<file path="src/rtl/time_set_editor.sv">
`timescale 1ns/1ps
// Time-set editor: snapshots the running time, lets the user edit HH/MM/SS with
// buttons, commits through the load interface and drives LCD text while editing.
module time_set_editor #(
  parameter int unsigned LOAD_CYCLES  = 2,
  parameter int unsigned REPEAT_DELAY = 500,
  parameter int unsigned REPEAT_RATE  = 100,
  parameter int unsigned BLINK_HALF   = 250,
  parameter int unsigned TIMEOUT      = 30000
) (
  input  logic          clk_1kHz,
  input  logic          resetn,
  input  logic [15:0]   i_btns,
  input  logic [20:0]   i_current_time,
  output logic [20:0]   o_load_data,
  output logic          o_load_sig,
  output logic          o_editing,
  output logic [127:0]  o_line1,
  output logic [127:0]  o_line2
);

  localparam int unsigned RP_MAX = (REPEAT_DELAY > REPEAT_RATE) ? REPEAT_DELAY : REPEAT_RATE;
  localparam int unsigned RP_W   = $clog2(RP_MAX + 1);
  localparam int unsigned TO_W   = $clog2(TIMEOUT + 1);
  localparam int unsigned BL_W   = $clog2(BLINK_HALF + 1);
  localparam int unsigned LD_W   = $clog2(LOAD_CYCLES + 1);
  localparam int unsigned NB     = 5;

  // Button bit positions within the synced vector (i_btns[13:9])
  localparam int unsigned K_CANCEL = 0;
  localparam int unsigned K_DEC    = 1;
  localparam int unsigned K_INC    = 2;
  localparam int unsigned K_NEXT   = 3;
  localparam int unsigned K_SET    = 4;

  localparam logic [87:0]  L1_PREFIX = " SET TIME  ";
  localparam logic [127:0] SPACES    = {16{8'h20}};

  typedef enum logic [2:0] {S_IDLE, S_EDIT_H, S_EDIT_M, S_EDIT_S, S_COMMIT} state_t;

  state_t state_q, state_n;

  logic [NB-1:0] sync1_q, sync2_q, prev_q, armed_q;
  logic [1:0]    prime_q;
  logic [NB-1:0] press;
  logic          any_press, p_cancel, p_set, p_next, p_inc, p_dec;

  logic [6:0]      hour_q, min_q, sec_q, hour_n, min_n, sec_n;
  logic [1:0]      sel_q, sel_n;
  logic [TO_W-1:0] to_q, to_n;
  logic [LD_W-1:0] ld_q, ld_n;
  logic [BL_W-1:0] bl_q, bl_n;
  logic            hide_q, hide_n;
  logic            rep_act_q, rep_act_n, rep_inc_q, rep_inc_n, rep_first_q, rep_first_n;
  logic [RP_W-1:0] rep_cnt_q, rep_cnt_n;
  logic            rep_level, do_up, do_dn, editing_n, blank_n;
  logic [15:0]     hh_c, mm_c, ss_c;
  logic [7:0]      ch_h, ch_m, ch_s;
  logic [127:0]    line1_n, line2_n;

  logic unused_btns;
  assign unused_btns = ^{i_btns[15:14], i_btns[8:0]};

  // Modular step of a field whose maximum value is modmax
  function automatic logic [6:0] step_val(input logic [6:0] v, input logic [6:0] modmax,
                                          input logic up);
    if (up) return (v >= modmax) ? 7'd0 : v + 7'd1;
    else    return (v == 7'd0 || v > modmax) ? modmax : v - 7'd1;
  endfunction

  // Two ASCII decimal digits with leading zero
  function automatic logic [15:0] two_digits(input logic [6:0] v);
    logic [6:0] t, o;
    t = v / 7'd10;
    o = v % 7'd10;
    return {8'h30 + {1'b0, t}, 8'h30 + {1'b0, o}};
  endfunction

  // Press decode: a press needs the synced level to have been seen low after reset
  assign press     = sync2_q & ~prev_q & armed_q;
  assign any_press = |press;
  assign p_cancel  = press[K_CANCEL];
  assign p_set     = press[K_SET]  & ~press[K_CANCEL];
  assign p_next    = press[K_NEXT] & ~press[K_SET] & ~press[K_CANCEL];
  assign p_inc     = press[K_INC]  & ~press[K_NEXT] & ~press[K_SET] & ~press[K_CANCEL];
  assign p_dec     = press[K_DEC]  & ~press[K_INC] & ~press[K_NEXT] & ~press[K_SET] &
                     ~press[K_CANCEL];
  assign rep_level = rep_inc_q ? sync2_q[K_INC] : sync2_q[K_DEC];

  assign o_load_data = {hour_q, min_q, sec_q};

  // State register
  always_ff @(posedge clk_1kHz or negedge resetn) begin
    if (!resetn) state_q <= S_IDLE;
    else         state_q <= state_n;
  end

  // Next-state, edit datapath, auto-repeat, timeout, blink and display text
  always_comb begin
    state_n     = state_q;
    hour_n      = hour_q;
    min_n       = min_q;
    sec_n       = sec_q;
    sel_n       = sel_q;
    to_n        = '0;
    ld_n        = '0;
    bl_n        = '0;
    hide_n      = 1'b0;
    rep_act_n   = rep_act_q;
    rep_inc_n   = rep_inc_q;
    rep_first_n = rep_first_q;
    rep_cnt_n   = rep_cnt_q;
    do_up       = 1'b0;
    do_dn       = 1'b0;

    case (state_q)
      S_IDLE: begin
        if (p_set) begin
          hour_n  = (i_current_time[20:14] > 7'd23) ? 7'd0 : i_current_time[20:14];
          min_n   = (i_current_time[13:7]  > 7'd59) ? 7'd0 : i_current_time[13:7];
          sec_n   = (i_current_time[6:0]   > 7'd59) ? 7'd0 : i_current_time[6:0];
          state_n = S_EDIT_H;
        end
      end
      S_EDIT_H, S_EDIT_M, S_EDIT_S: begin
        to_n = to_q + TO_W'(1);
        if (p_cancel)    state_n = S_IDLE;
        else if (p_set)  state_n = S_COMMIT;
        else if (p_next) begin
          case (state_q)
            S_EDIT_H: state_n = S_EDIT_M;
            S_EDIT_M: state_n = S_EDIT_S;
            default:  state_n = S_EDIT_H;
          endcase
        end else if (p_inc || p_dec) begin
          do_up       = p_inc;
          do_dn       = p_dec;
          rep_act_n   = 1'b1;
          rep_inc_n   = p_inc;
          rep_first_n = 1'b1;
          rep_cnt_n   = RP_W'(1);
        end else if (rep_act_q) begin
          if (!rep_level) begin
            rep_act_n = 1'b0;
          end else if (rep_cnt_q == (rep_first_q ? RP_W'(REPEAT_DELAY - 1)
                                                 : RP_W'(REPEAT_RATE - 1))) begin
            do_up       = rep_inc_q;
            do_dn       = ~rep_inc_q;
            rep_first_n = 1'b0;
            rep_cnt_n   = RP_W'(1);
          end else begin
            rep_cnt_n = rep_cnt_q + RP_W'(1);
          end
        end
        if (any_press || do_up || do_dn) begin
          to_n = '0;
        end else if (to_q == TO_W'(TIMEOUT - 1)) begin
          state_n = S_IDLE;
        end
      end
      S_COMMIT: begin
        if (ld_q == LD_W'(LOAD_CYCLES - 1)) state_n = S_IDLE;
        else                                ld_n    = ld_q + LD_W'(1);
      end
      default: state_n = S_IDLE;
    endcase

    // Apply a manual or repeat step to the selected field
    if (do_up || do_dn) begin
      case (state_q)
        S_EDIT_H: hour_n = step_val(hour_q, 7'd23, do_up);
        S_EDIT_M: min_n  = step_val(min_q,  7'd59, do_up);
        default:  sec_n  = step_val(sec_q,  7'd59, do_up);
      endcase
    end

    if (state_n != state_q) rep_act_n = 1'b0;

    case (state_n)
      S_EDIT_H: sel_n = 2'd0;
      S_EDIT_M: sel_n = 2'd1;
      S_EDIT_S: sel_n = 2'd2;
      default:  sel_n = sel_q;
    endcase

    // Blink phase runs only while editing and restarts on every press
    if (!any_press && (state_n == S_EDIT_H || state_n == S_EDIT_M || state_n == S_EDIT_S)) begin
      if (bl_q == BL_W'(BLINK_HALF - 1)) begin
        hide_n = ~hide_q;
      end else begin
        hide_n = hide_q;
        bl_n   = bl_q + BL_W'(1);
      end
    end

    editing_n = (state_n != S_IDLE);
    blank_n   = hide_n && (state_n != S_COMMIT);
    ch_h      = (sel_n == 2'd0) ? "H" : "-";
    ch_m      = (sel_n == 2'd1) ? "M" : "-";
    ch_s      = (sel_n == 2'd2) ? "S" : "-";
    hh_c      = (blank_n && sel_n == 2'd0) ? 16'h2020 : two_digits(hour_n);
    mm_c      = (blank_n && sel_n == 2'd1) ? 16'h2020 : two_digits(min_n);
    ss_c      = (blank_n && sel_n == 2'd2) ? 16'h2020 : two_digits(sec_n);
    line1_n   = editing_n ? {L1_PREFIX, ch_h, 8'h20, ch_m, 8'h20, ch_s} : SPACES;
    line2_n   = editing_n ? {32'h20202020, hh_c, 8'h3A, mm_c, 8'h3A, ss_c, 32'h20202020}
                          : SPACES;
  end

  // Button synchronisers, edge detectors and post-reset arming
  always_ff @(posedge clk_1kHz or negedge resetn) begin
    if (!resetn) begin
      sync1_q <= '0;
      sync2_q <= '0;
      prev_q  <= '0;
      armed_q <= '0;
      prime_q <= '0;
    end else begin
      sync1_q <= i_btns[13:9];
      sync2_q <= sync1_q;
      prev_q  <= sync2_q;
      if (prime_q != 2'd2) prime_q <= prime_q + 2'd1;
      armed_q <= armed_q | (~sync2_q & {NB{prime_q == 2'd2}});
    end
  end

  // Datapath and registered outputs
  always_ff @(posedge clk_1kHz or negedge resetn) begin
    if (!resetn) begin
      hour_q      <= '0;
      min_q       <= '0;
      sec_q       <= '0;
      sel_q       <= '0;
      to_q        <= '0;
      ld_q        <= '0;
      bl_q        <= '0;
      hide_q      <= 1'b0;
      rep_act_q   <= 1'b0;
      rep_inc_q   <= 1'b0;
      rep_first_q <= 1'b0;
      rep_cnt_q   <= '0;
      o_load_sig  <= 1'b0;
      o_editing   <= 1'b0;
      o_line1     <= SPACES;
      o_line2     <= SPACES;
    end else begin
      hour_q      <= hour_n;
      min_q       <= min_n;
      sec_q       <= sec_n;
      sel_q       <= sel_n;
      to_q        <= to_n;
      ld_q        <= ld_n;
      bl_q        <= bl_n;
      hide_q      <= hide_n;
      rep_act_q   <= rep_act_n;
      rep_inc_q   <= rep_inc_n;
      rep_first_q <= rep_first_n;
      rep_cnt_q   <= rep_cnt_n;
      o_load_sig  <= (state_n == S_COMMIT);
      o_editing   <= editing_n;
      o_line1     <= line1_n;
      o_line2     <= line2_n;
    end
  end

endmodule

</file>
<file path="config.mk">
export PLATFORM = sky130hd
export DESIGN_NAME = time_set_editor
export DESIGN_NICKNAME = d
export VERILOG_FILES = /design/src/rtl/time_set_editor.sv
export SDC_FILE = /design/constraint.sdc
export NUM_CORES = 1
export LEC_CHECK = 0
export CAP_MARGIN = 10
export CORE_ASPECT_RATIO = 1.2
export CORE_MARGIN = 8
export CORE_UTILIZATION = 25
export DETAILED_ROUTE_END_ITERATION = 10
export SKIP_LAST_GASP = 1
export SLEW_MARGIN = 15
export SYNTH_ARGS = -nofsm -noshare
export SYNTH_HDL_FRONTEND = slang
export SYNTH_SLANG_ARGS = --single-unit
export TNS_END_PERCENT = 100
</file>
<file path="constraint.sdc">
create_clock -name clk_1kHz -period 5.4 [get_ports clk_1kHz]
set_input_delay 1.62 -clock clk_1kHz [delete_from_list [all_inputs] [get_ports clk_1kHz]]
set_output_delay 1.62 -clock clk_1kHz [all_outputs]
set_load 0.01 [all_outputs]
</file>
==> results of run 1 <==
## final timing paths
check,start,endpoint,slack [ps],cells past startpoint
setup / recovery,rep_cnt_q[4],o_line2[86],480,16
hold / removal,sync1_q[3],sync2_q[3],400,0
setup reg to reg,rep_cnt_q[4],o_line2[86],480,16
hold reg to reg,sync1_q[3],sync2_q[3],400,0
max in group asynchronous,resetn,o_line2[61],3300,2
min in group asynchronous,resetn,sync1_q[3],1220,1
## per-stage QoR
stage | setup WS [ps] | cell area (um^2) | util (%)
CTS | 492 | 11800 | 30.3
detailed placement | 122 | 11100 | 28.7
global route | 173 | 11800 | 30.3
finish | 485 | 11800 | 30.3
floorplan | 592 | 10500 | -
global placement | 114 | 11100 | 28.7
## metal layers
metal,vias up,track usage [%],part of all wire [%]
li1,3871,-,-
met1,3927,13.5,41
met2,314,20.1,50
met3,30,3.07,7.4
met4,0,4.47,1.7
met5,-,0,0
## worst reg2reg max path, stage by stage (launching register included)
cell and delay, ps:
dfrtp_1 430, or4_4 560, a2111o_1 530, a211o_1 530, mux2_4 420, o21bai_1 170, buf_4 170, o31a_1 160
nor2_1 70, a211oi_1 340, ha_1 270, nor2_1 80, or4b_4 580, o211ai_1 130, ha_1 190, xnor2_1 110
nor2_1 60
## state kept, by name (all words and copies together), names as in the netlist, 3 cells and up
name       count
armed_q        5
sync2_q        5
sync1_q        5
hour_q         7
to_q          15
o_line1        9
bl_q           8
o_line2       40
min_q          7
prev_q         5
rep_cnt_q      9
state_q        3
sec_q          7
## kinds of logic (layout without fill, tap and decap cells)
family | count (synthesis) | count (layout)
muxes | 21 | 21
AOI/OAI and AO/OA | 231 | 231
adders and majority gates | 22 | 22
other | 2 | 168
xor gates and xnor gates | 51 | 51
buffers and inverters | 300 | 265
DFF | 136 | 136
and+or+nand+nor | 383 | 383
## synthesized netlist by cell type, drive strengths merged, types with 5 or more instances
cell type,number
a21o,11
ha,20
dfrtp,129
nor2,95
nand2b,13
o31ai,11
o21ai,45
nand4,13
a211oi,22
nand2,86
clkbuf,32
xor2,23
or3,6
nor3,33
buf,218
mux2i,13
and2,17
a21oi,41
nand3b,7
inv,48
nor4,6
nand3,58
a2111oi,5
and3,21
a31oi,16
dfstp,7
and3b,6
a22oi,7
xnor2,28
o211ai,10
a211o,10
mux2,8
## area by class of cell
| cell class | count | area share [%] |
|---|---|---|
| clock inverter | 9 | 1.16 |
| antenna | 1 | 0.0213 |
| multi-input combinational | 875 | 43.7 |
| inverter | 50 | 1.59 |
| sequential | 136 | 29.0 |
| timing repair buffer | 183 | 14.8 |
| tap | 526 | 5.59 |
| clock buffer | 23 | 4.15 |
## power groups by stage
stage	combinational [mW]	clock (mW)	sequential [mW]
floorplan	2.07	0	1.48
global placement	2.98	0	1.52
detailed placement	3.00	0	1.53
CTS	3.02	1.29	1.51
global route	3.31	1.33	1.56
finish	3.01	1.24	1.51
==> key figures, run 1 <==
Status
  • Status: completed

Pwr
  • Power per Cell Area: between 400 and 500 nW/um^2
  • Internal power: between 3 and 4 mW
  • Max VDD drop: roughly 0.24 mV
  • Gate power share: 52.1%
  • Sw Share: around two fifths
  • Post-route total power: 5.76 mW
  • Clock Power Share: a little over a fifth
  • Flop pwr share: about a quarter
  • Pleak: roughly 5 nW
  • Psw: 2.37 mW

Cells and area
  • Multi-input gate area: roughly 5000 um^2
  • Final nets: 1322
  • Commonest non-fill, non-tap cell in the layout: conb_1
  • Number of fill cells: between 4000 and 5000
  • Share of cells above drive strength 1: 8.70%
  • Register area: 3410 um^2
  • Fin cells: 1803
  • Most frequent cells in the layout: 167 x conb_1, 141 x clkdlybuf4s50_1, 129 x dfrtp_1
  • Area delta synth->final: 19.5%

Floorplanning
  • Die ar.: between 40000 and 50000 um^2
  • Die width: between 150 and 200 um
  • Row Count: between 70 and 80
  • Area of the core: 38800 um^2
  • Die Y: about 230 um
  • Initial core utilization: between 20% and 30%
  • Ports: 318

CTS
  • # clock sinks: around 140
  • Num CTS Buffers: 17
  • Clock transition at path regs: 60 ps
  • CTS max path bufs: 2
  • Worst skew pair latency: between 400 and 500 ps
  • Setup bufs post-CTS: 0
  • CTS tree: built
  • CTS HTree Levels: 4
  • Cts repair resizes: 0
  • Clock root buffer: clkbuf_16
  • Cts hold-fix bufs: 0

Global route
  • GRT overflow: 0
  • Total GRT Usage: roughly 12%
  • Largest net degree at the start of global routing: 81
  • Vias in the first global route: just over 8000
  • First-pass GRT wire length: between 40000 and 50000 um
  • Initial antenna violation count: 1

Critical path
  • Delay-heaviest family, CP: compound AO/OA/AOI/OAI gates
  • Worst path required time: 5710 ps
  • Max stage delay on crit path: about 580 ps
  • Critical path arrival: 5230 ps
  • Crit path capture type: flip-flop
  • Critical Path Source Type: flip-flop
  • Most used cell along the critical path: nor2_1
  • CP Class: reg2reg
  • CP Max Fanout: 9
  • Worst-path cell chain: or4_4 > a2111o_1 > a211o_1 > mux2_4 > o21bai_1 > buf_4 > o31a_1 > nor2_1 > a211oi_1 > ha_1 > nor2_1 > or4b_4 > o211ai_1 > ha_1 > xnor2_1 > nor2_1
  • Slowest cell on the critical path: or4b_4
  • WP buf/inv: 1

Timing
  • Clock skew: 11.0 ps
  • Unrepaired setup endpoints after global routing: no
  • Final Hold Fails: 0
  • Slew HR: 42.3%
  • Worst-margin pin slew: just under 900 ps
  • F_max: about 200 MHz
  • Fin crit period: 4920 ps
  • Setup TNS: 0 ps
  • Slew Limit Fails: 0
  • # setup viols final: 0
  • Tcrit/Tclk final: between 90% and 100%
  • Hold WS: 404 ps

Yosys
  • Distinct cell type count of the synthesized netlist: 86
  • XOR/XNOR Fraction of Synth Area: between 4 and 5%
  • Syn Inst Count: 1146
  • Synth Flop Type: dfrtp_1
  • Register area share after synthesis: 34.7%
  • Post-synth top area cell: dfrtp_1
  • Post-synth EDFFs: 0
  • Compound-cell area share of the yosys netlist: 16.7%
  • Synth Area in Adders: between 2 and 3%
  • Syn_area_per_cell: 8.59 um^2
  • Largest family of logic cells by synthesized area: simple AND/OR/NAND/NOR gates
  • Synth warn: 0
  • Post-synthesis async set-or-reset flop share: between 90% and 100%
  • Synth Register Bits: approximately 140
  • Mux contribution to synthesized area: under 10%
  • Area contributors post-synth: dfrtp_1 33%, buf_4 16%, nor2_1 3.6%, nand2_1 3.2%, nand3_1 2.9%
  • Post-Syn Area: slightly below 10000 um^2
  • Share of the synthesized area in the top cell type: 32.8%
  • Synth Area in Simple Gates: approximately a fifth

Route
  • Vias per cell: 4.52
  • Vias: 8142
  • Iteration-0 DRC Markers: around 630
  • Drt pass-1 iters: 5
  • WL/cell: 15.3 um
  • DRT antenna net count: 0
  • Final WL: 27700 um
  • Remaining DRCs: 0

Flow run
  • Max cap viols: 0

Min path
  • Min-Delay Path Class: reg2reg

Place
  • PortBufs: between 100 and 150
  • Placed insts: around 1800
  • Gpl congestion: roughly 0.85
  • Placed wire-length estimate: roughly 21000 um
Note: power is estimated with default switching activity, not from simulation.
==> run 2, diff against run 1 <==
- ABC_AREA: default -> 1
- ABC_CLOCK_PERIOD_IN_PS: default -> 5400
==> key figures, run 2 <==
Status
  • Status: completed

Cells and area
  • Final Util: between 20 and 30%
  • Final nets: 1330
  • Share of cells above drive strength 1: around a tenth
  • Commonest non-fill, non-tap cell in the layout: conb_1
  • Number of fill cells: a little under 4000
  • Most flops, register: o_line2
  • Most frequent cells in the layout: 167 x conb_1, 157 x nand2_1, 141 x inv_1, 141 x clkdlybuf4s50_1, 129 x dfrtp_1
  • Max FFs per register: 40
  • Area delta synth->final: 18.3%
  • Top flop regs: o_line2 x40, to_q x15

Place
  • PortBufs: 142
  • Gpl congestion: between 0.8 and 0.9
  • Place WS: between 100 and 150 ps
  • Placed wire-length estimate: approximately 18000 um

Route
  • Iteration-0 DRC Markers: 317
  • Final WL: about 23000 um
  • WL/cell: around 13 um
  • DRT antenna net count: 0
  • Vias per cell: around 4
  • Vias: approximately 7200
  • Drt pass-1 iters: 4
  • Remaining DRCs: 0

Critical path
  • Most used cell along the critical path: nand2_1
  • Crit path capture type: flip-flop
  • Worst path required time: 5720 ps
  • Slowest cell on the critical path: clkdlybuf4s50_1
  • Critical path arrival: 5110 ps
  • Critical Path Source Type: input port
  • CP Class: in2reg
  • CP Max Fanout: 5
  • Max stage delay on crit path: 390 ps

CTS
  • Clock root buffer: clkbuf_16
  • Clock transition at path regs: ~60 ps
  • Cts hold-fix bufs: 0
  • Num CTS Buffers: 17
  • CTS HTree Levels: 4
  • Worst skew pair latency: 430 ps
  • CTS tree: built
  • CTS max path bufs: 2
  • Cts repair resizes: 0
  • Setup bufs post-CTS: 0
  • # clock sinks: between 100 and 150

Yosys
  • Post-synthesis async set-or-reset flop share: between 90% and 100%
  • Synth Flop Type: dfrtp_1
  • Distinct cell type count of the synthesized netlist: 51
  • Most common cell in the netlist: buf_4
  • Post-synth EDFFs: 0
  • Register area share after synthesis: ~37%
  • Post-synth top area cell: dfrtp_1
  • Syn Inst Count: approximately 1200
  • Synth warn: 0
  • Synth Register Bits: ~140
  • Syn_area_per_cell: just under 8 um^2
  • Area contributors post-synth: dfrtp_1 35%, buf_4 17%, nand2_1 6.4%, inv_1 5.8%, nor2_1 4.6%
  • Top cells by count, synth: 208 x buf_4, 157 x nand2_1, 141 x inv_1
  • Post-Syn Area: a little over 9000 um^2
  • Share of the synthesized area in the top cell type: around a third

Timing
  • Slew HR: about two fifths
  • Tcrit/Tclk final: 88.7%
  • Worst-margin pin slew: 878 ps
  • Unrepaired setup endpoints after global routing: no
  • F_max: 209 MHz
  • Final Hold Fails: 0
  • Hold WS: 352 ps
  • Fin crit period: ~4800 ps
  • # setup viols final: 0
  • Clock skew: roughly 12 ps
  • Setup WS post-layout: slightly above 600 ps
  • Slew Limit Fails: 0
  • Setup TNS: 0 ps

Global route
  • Total GRT Usage: 10.1%
  • Largest net degree at the start of global routing: between 80 and 90
  • Initial antenna violation count: 0
  • Vias in the first global route: 7016
  • First-pass GRT wire length: 34800 um
  • GRT overflow: 0

Pwr
  • Sw Share: approximately 40%
  • Gate power share: between 40% and 50%
  • Psw: about 1.8 mW
  • Max VDD drop: ~0.19 mV
  • Power per Cell Area: 418 nW/um^2
  • Internal power: between 2 and 3 mW
  • Pleak: roughly 5.2 nW
  • Clock Power Share: 27.5%
  • Flop pwr share: around 30%
  • Post-route total power: about 4.5 mW

Floorplanning
  • Ports: 318
  • Die width: approximately 190 um
  • Row Count: between 70 and 80
  • Initial core utilization: about a quarter
  • Die ar.: ~43000 um^2
  • Die Y: between 200 and 250 um
  • Area of the core: around 37000 um^2

Flow run
  • Max cap viols: 0

Min path
  • Min-Delay Path Class: reg2reg
[run 2: cell types whose count changed after synthesis, sizes merged, moves of 20 or more]
cell	delta
inv	+108
nand2	+92
nand3	+36
nor2	+33
o21ai	+31
clkbuf	-29
a211oi	-20
and3	-20
xnor2	-20
[run 2: layer usage]
layer  vias up  routed length (um)  global-route usage, %
met4         0                 487                   4.28
met5         -                   0                      0
met2       273               11100                   17.8
met1      3334                8920                   11.2
met3        37                2050                   2.98
li1       3551                   -                      -
[run 2: cells by family (layout without fill, tap and decap cells)]
logic type,after synthesis,after routing,share of synthesized area (%)
simple gates,457,457,24.2
buf+inv,377,338,24.3
compound gates,141,141,9.10
flops,136,136,37.3
xor+xnor,25,25,2.39
fa+ha+maj,20,20,2.73
other cells,2,168,0.0820
[run 2: stage by stage]
step                instance area, um^2  cells
finish                            10800   1759
global route                      10800   1758
CTS                               10800   1758
detailed placement                10200   1726
global placement                  10200   1726
floorplan                          9770   1323
[run 2: worst paths after layout]
check                                    from          end  slack [ps]  cells past startpoint
setup reg to reg                 rep_cnt_q[1]  o_line2[62]        1250                     30
min in group asynchronous              resetn   o_load_sig        1220                      1
setup / recovery           i_current_time[20]  o_line2[86]         610                     29
hold / removal                     sync1_q[0]   sync2_q[0]         350                      0
max in group asynchronous              resetn     to_q[11]        3220                      2
hold reg to reg                    sync1_q[0]   sync2_q[0]         350                      0
[run 2: final cells by class]
cell class	count	area (um^2)	share of cell area, %
Multi-Input combinational cell	810	4140	38.2
Tap cell	474	593	5.48
Clock inverter	14	186	1.72
Sequential cell	136	3410	31.5
Timing Repair Buffer	148	1470	13.6
Clock buffer	18	429	3.96
Antenna cell	1	2.50	0.0231
Inverter	158	596	5.50
[run 2: power by group through the flow]
| stage | combinational [mW] | clock, mW | sequential, mW |
|---|---|---|---|
| final | 1.94 | 1.25 | 1.34 |
| after global routing | 2.17 | 1.33 | 1.37 |
| after CTS | 1.96 | 1.30 | 1.35 |
| after detailed placement | 1.95 | 0 | 1.36 |
| after global placement | 1.93 | 0 | 1.36 |
| after floorplan | 1.35 | 0 | 1.38 |
[run 2: worst max-delay path, delay by kind of cell]
family	cells	cell delay, ps
simple gates	18	1570
compound gates	4	910
buf+inv	5	650
fa+ha+maj	2	360
==> run 3, diff against run 2 <==
- CORE_ASPECT_RATIO: 1.2 -> 0.7
==> key figures, run 3 (synthesis results as in run 2) <==
Route
  • Final WL: 23000 um
  • Remaining DRCs: 0
  • WL/cell: about 13 um
  • Iteration-0 DRC Markers: approximately 500
  • DRT antenna net count: 0
  • Drt pass-1 iters: 6
  • Vias per cell: approximately 4.0
  • Vias: approximately 7100

CTS
  • Cts hold-fix bufs: 0
  • Setup bufs post-CTS: 0
  • Worst skew pair latency: 430 ps
  • # clock sinks: 136
  • Cts repair resizes: 0
  • Clock transition at path regs: about 60 ps
  • Num CTS Buffers: 17
  • Clock root buffer: clkbuf_16
  • CTS tree: built
  • CTS max path bufs: 2
  • CTS HTree Levels: 4

Place
  • Placed wire-length estimate: 18200 um
  • PortBufs: between 100 and 150
  • Gpl congestion: 0.848
  • Place WS: approximately 110 ps

Floorplanning
  • Initial core utilization: about a quarter
  • Ports: approximately 320
  • Area of the core: 36000 um^2
  • Die width: ~240 um
  • Row Count: just under 60
  • Die ar.: 43100 um^2
  • Die Y: around 180 um

Pwr
  • Pleak: approximately 5.2 nW
  • Max VDD drop: approximately 0.18 mV
  • Flop pwr share: 29.6%
  • Post-route total power: between 4 and 5 mW
  • Psw: around 1.7 mW
  • Internal power: around 2.8 mW
  • Clock Power Share: between 20% and 30%
  • Gate power share: 42.9%
  • Power per Cell Area: 419 nW/um^2
  • Sw Share: 38.3%

Timing
  • Setup WS post-layout: about 580 ps
  • Slew Limit Fails: 0
  • F_max: 207 MHz
  • Clock skew: around 9.8 ps
  • Final Hold Fails: 0
  • Slew HR: 45.9%
  • Unrepaired setup endpoints after global routing: no
  • Setup TNS: 0 ps
  • Hold WS: approximately 350 ps
  • Tcrit/Tclk final: 89.3%
  • # setup viols final: 0
  • Fin crit period: 4820 ps
  • Worst-margin pin slew: approximately 800 ps

Cells and area
  • Final Util: between 30% and 40%
  • Share of cells above drive strength 1: 9.35%
  • Commonest non-fill, non-tap cell in the layout: conb_1
  • Max FFs per register: 40
  • ANT cells: 0
  • Area delta synth->final: 18.5%
  • Top flop regs: o_line2 x40, to_q x15
  • Final nets: roughly 1300
  • Most frequent cells in the layout: 167 x conb_1, 157 x nand2_1, 141 x inv_1, 141 x clkdlybuf4s50_1, 129 x dfrtp_1
  • Most flops, register: o_line2

Global route
  • Vias in the first global route: between 6000 and 7000
  • GRT overflow: 0
  • Largest net degree at the start of global routing: 63
  • Total GRT Usage: 10.4%
  • First-pass GRT wire length: roughly 37000 um
  • Initial antenna violation count: 0

Critical path
  • Slowest cell on the critical path: clkdlybuf4s50_1
  • CP Class: in2reg
  • Worst path required time: 5720 ps
  • Critical Path Source Type: input port
  • Most used cell along the critical path: nand2_1
  • Max stage delay on crit path: around 400 ps
  • Crit path capture type: flip-flop
  • CP Max Fanout: 5
  • Critical path arrival: 5140 ps

Flow run
  • Max cap viols: 0

Status
  • Status: completed

Min path
  • Min-Delay Path Class: reg2reg
run 3: cell types whose count changed in the layout (fill, tap and decap cells not counted):
cell,delta
inv_6,-4
clkbuf_8,+2
inv_8,-2
bufinv_16,+1
clkinv_2,+1
clkinv_4,+1
diode_2,-1
run 3: final cells by class:
class	count	area, um^2
fillers	3833	25100
multi-input cells	810	4140
flip-flops and latches	136	3410
repair buffers	148	1470
well taps	480	601
inverters	158	596
clock buffers	20	457
clock inverters	11	173
run 3: final timing paths:
path | from | endpoint | slack [ps] | cells after the start
max | i_current_time[20] | o_line2[86] | 580 | 29
min | sync1_q[4] | sync2_q[4] | 350 | 0
max reg2reg | rep_cnt_q[1] | o_line2[62] | 1030 | 30
min reg2reg | sync1_q[4] | sync2_q[4] | 350 | 0
max in group asynchronous | resetn | o_line2[40] | 3230 | 2
min in group asynchronous | resetn | o_line1[22] | 1190 | 1
run 3: power groups by stage:
stage	registers [mW]	logic, mW	clock network [mW]
2_1_floorplan	1.38	1.35	0
3_3_place_gp	1.36	1.93	0
3_5_place_dp	1.36	1.95	0
4_1_cts	1.35	1.96	1.30
5_1_grt	1.38	2.19	1.34
6_report	1.34	1.95	1.25
run 3: stage by stage:
step	instances	cell area [um^2]
2_1_floorplan	1323	9770
3_3_place_gp	1732	10200
3_5_place_dp	1732	10200
4_1_cts	1763	10800
5_1_grt	1763	10800
6_report	1763	10800
run 3: layer usage:
metal,routed length (um),GRT usage [%]
met1,10600,13.6
met2,10500,16.7
met3,1690,3.28
met4,158,2.35
met5,0,0
run 3: critical path, delay by kind of cell:
| family | cells | cell delay (ps) |
|---|---|---|
| fa+ha+maj | 2 | 360 |
| compound gates | 4 | 880 |
| simple gates | 18 | 1630 |
| buf+inv | 5 | 660 |
==> RTL edit, RTL diff (settings of run 1) <==
`to_q` and `bl_q` no longer have a reset.
--- a/src/rtl/time_set_editor.sv
+++ b/src/rtl/time_set_editor.sv
@@ -231,7 +231,5 @@
       sec_q       <= '0;
       sel_q       <= '0;
-      to_q        <= '0;
       ld_q        <= '0;
-      bl_q        <= '0;
       hide_q      <= 1'b0;
       rep_act_q   <= 1'b0;
@@ -248,7 +246,5 @@
       sec_q       <= sec_n;
       sel_q       <= sel_n;
-      to_q        <= to_n;
       ld_q        <= ld_n;
-      bl_q        <= bl_n;
       hide_q      <= hide_n;
       rep_act_q   <= rep_act_n;
@@ -263,4 +259,9 @@
   end
 
+  always_ff @(posedge clk_1kHz) begin
+    to_q <= to_n;
+    bl_q <= bl_n;
+  end
+
 endmodule
 
Formal check against the unedited RTL: no difference found for any inputs over 4 cycles, from zero or initial values and one cycle with resetn low; that may be too few to reach the edited logic, so the function may still have changed.
==> RTL edit against run 1 <==
Cell area down 5.9%; global-route usage shrank 0.78 points; clock skew fell by 0.0011 ns; area after synthesis fell by 3.6%; critical path depth unchanged; sequential cell count did not move; non-clock buffer count is 24 lower; wire length is 12% lower; total power shrank 3.6%; worst setup slack better by 0.25 ns; utilization down 0.83 points; largest cell class unchanged; largest power group unchanged; highest routed layer unchanged.
==> RTL edit: results (changes against run 1) <==
status completed; global-route usage over all layers 10.8% (-0.78 points); ANT cells 0 (-1); met2 WL 12100 um (-13%); GPL Wtd Cong 0.849 (-0.22%); wire length of the first global-routing pass 39500 um (-8.7%); layout cells sized above 1 9.37% (+0.67 points); grt met2 use 18.7% (-1.4 points); placed cell area 0.0105 mm2 (-5.6%); xor and xnor area share after synthesis 3.86% (-0.67 points); pre-CTS setup slack 0.388 ns (+0.266 ns); WL/cell 14.6 um (-4.8%); Arrival @ worst endpoint 5.02 ns (-0.21 ns); Synth top cells by count buf_4, dfrtp_1, nor2_1; synth top area cells dfrtp_1, buf_4, dfxtp_1, nor2_1, nand2_1; Non-clk bufs 159 (-13%); max incr delay on CP 0.58 ns (about the same); FFs w/ async S/R, synth 83.1% (-17 points); VDD IR max 226 uV (-7.2%); met3 WL 1740 um (-14%); vias in the first global route 7550 (-9.1%); buffer share of cell area 14.0% (-0.84 points); Die ar. 0.0445 mm2 (-3.4%); fin cells 1675 (-7.1%); HPWL after DPL 18700 um (-12%); CP max-delay cell or4_4; TritonRoute pass-1 iters 5 (unchanged); mux contribution to synthesized area 2.19% (-0.12 points); Worst Tran Pin Value 0.830 ns (-0.0356 ns); count of cell types in the netlist 102 (+19%); Seq area share 29.8% (+0.79 points); Nets 1240 (-6.2%); fraction of area in multi-input gates 44.1% (+0.39 points); Seq/Total Area, Yosys 34.7% (+0.098 points); M3 GR Usage 3.40% (+0.34 points); met1 usage in global routing 12.2% (-1.2 points); DR vias 7517 (-7.7%); multi-input gate count 818 (-6.5%); Initial DRC Count 324 (-48%); post-synthesis compound-gate area fraction 17.3% (+0.59 points); Avg Synthesized Cell Area 8.75 um2 (+1.9%); Setup Skew 0.00992 ns (-0.00112 ns); peak fanout along the critical path 10 (+1); Seq cells 136 (unchanged); Synth Flop Type dfrtp_1; Leak 4.79 nW (-6.8%); Inverters 50 (unchanged); Synth Area in Adders 2.72% (-0.028 points); dpl cells 1643 (-7.2%); Clock-cell share 5.01% (-0.30 points); # fillers 3964 (-2.6%); wl on met1 10200 um (-9.5%); final core occ 29.5% (-0.83 points); initial antenna violation count 0 (-1); largest net degree at the start of global routing 59 (-27%)
RTL edit: cell types whose count changed after synthesis, sizes merged, moves of 6 or more:
cell and delta:
o31ai -6, nor3 -13, a211o -6, a31oi -6, dfxtp +23, dfrtp -23
and2 -8, nand3 -11, nor2 +8, nand2b -7, a21oi +6, xnor2 -8
RTL edit: worst paths after layout:
kind	from	to	slack [ns]	depth (start not counted)
max	rep_cnt_q[4]	o_line2[86]	0.74	16
min	sync1_q[0]	sync2_q[0]	0.39	0
max reg2reg	rep_cnt_q[4]	o_line2[86]	0.74	16
min reg2reg	sync1_q[0]	sync2_q[0]	0.39	0
max in group asynchronous	resetn	o_line2[85]	3.19	2
min in group asynchronous	resetn	sec_q[2]	1.26	1
RTL edit: where the power goes:
group          total, mW  switching [mW]  leakage (nW)  internal [mW]
Combinational       2.90            1.59          2.90           1.32
Sequential          1.54           0.297          1.61           1.24
Clock               1.11           0.505         0.279          0.605
Total               5.56            2.39          4.79           3.17
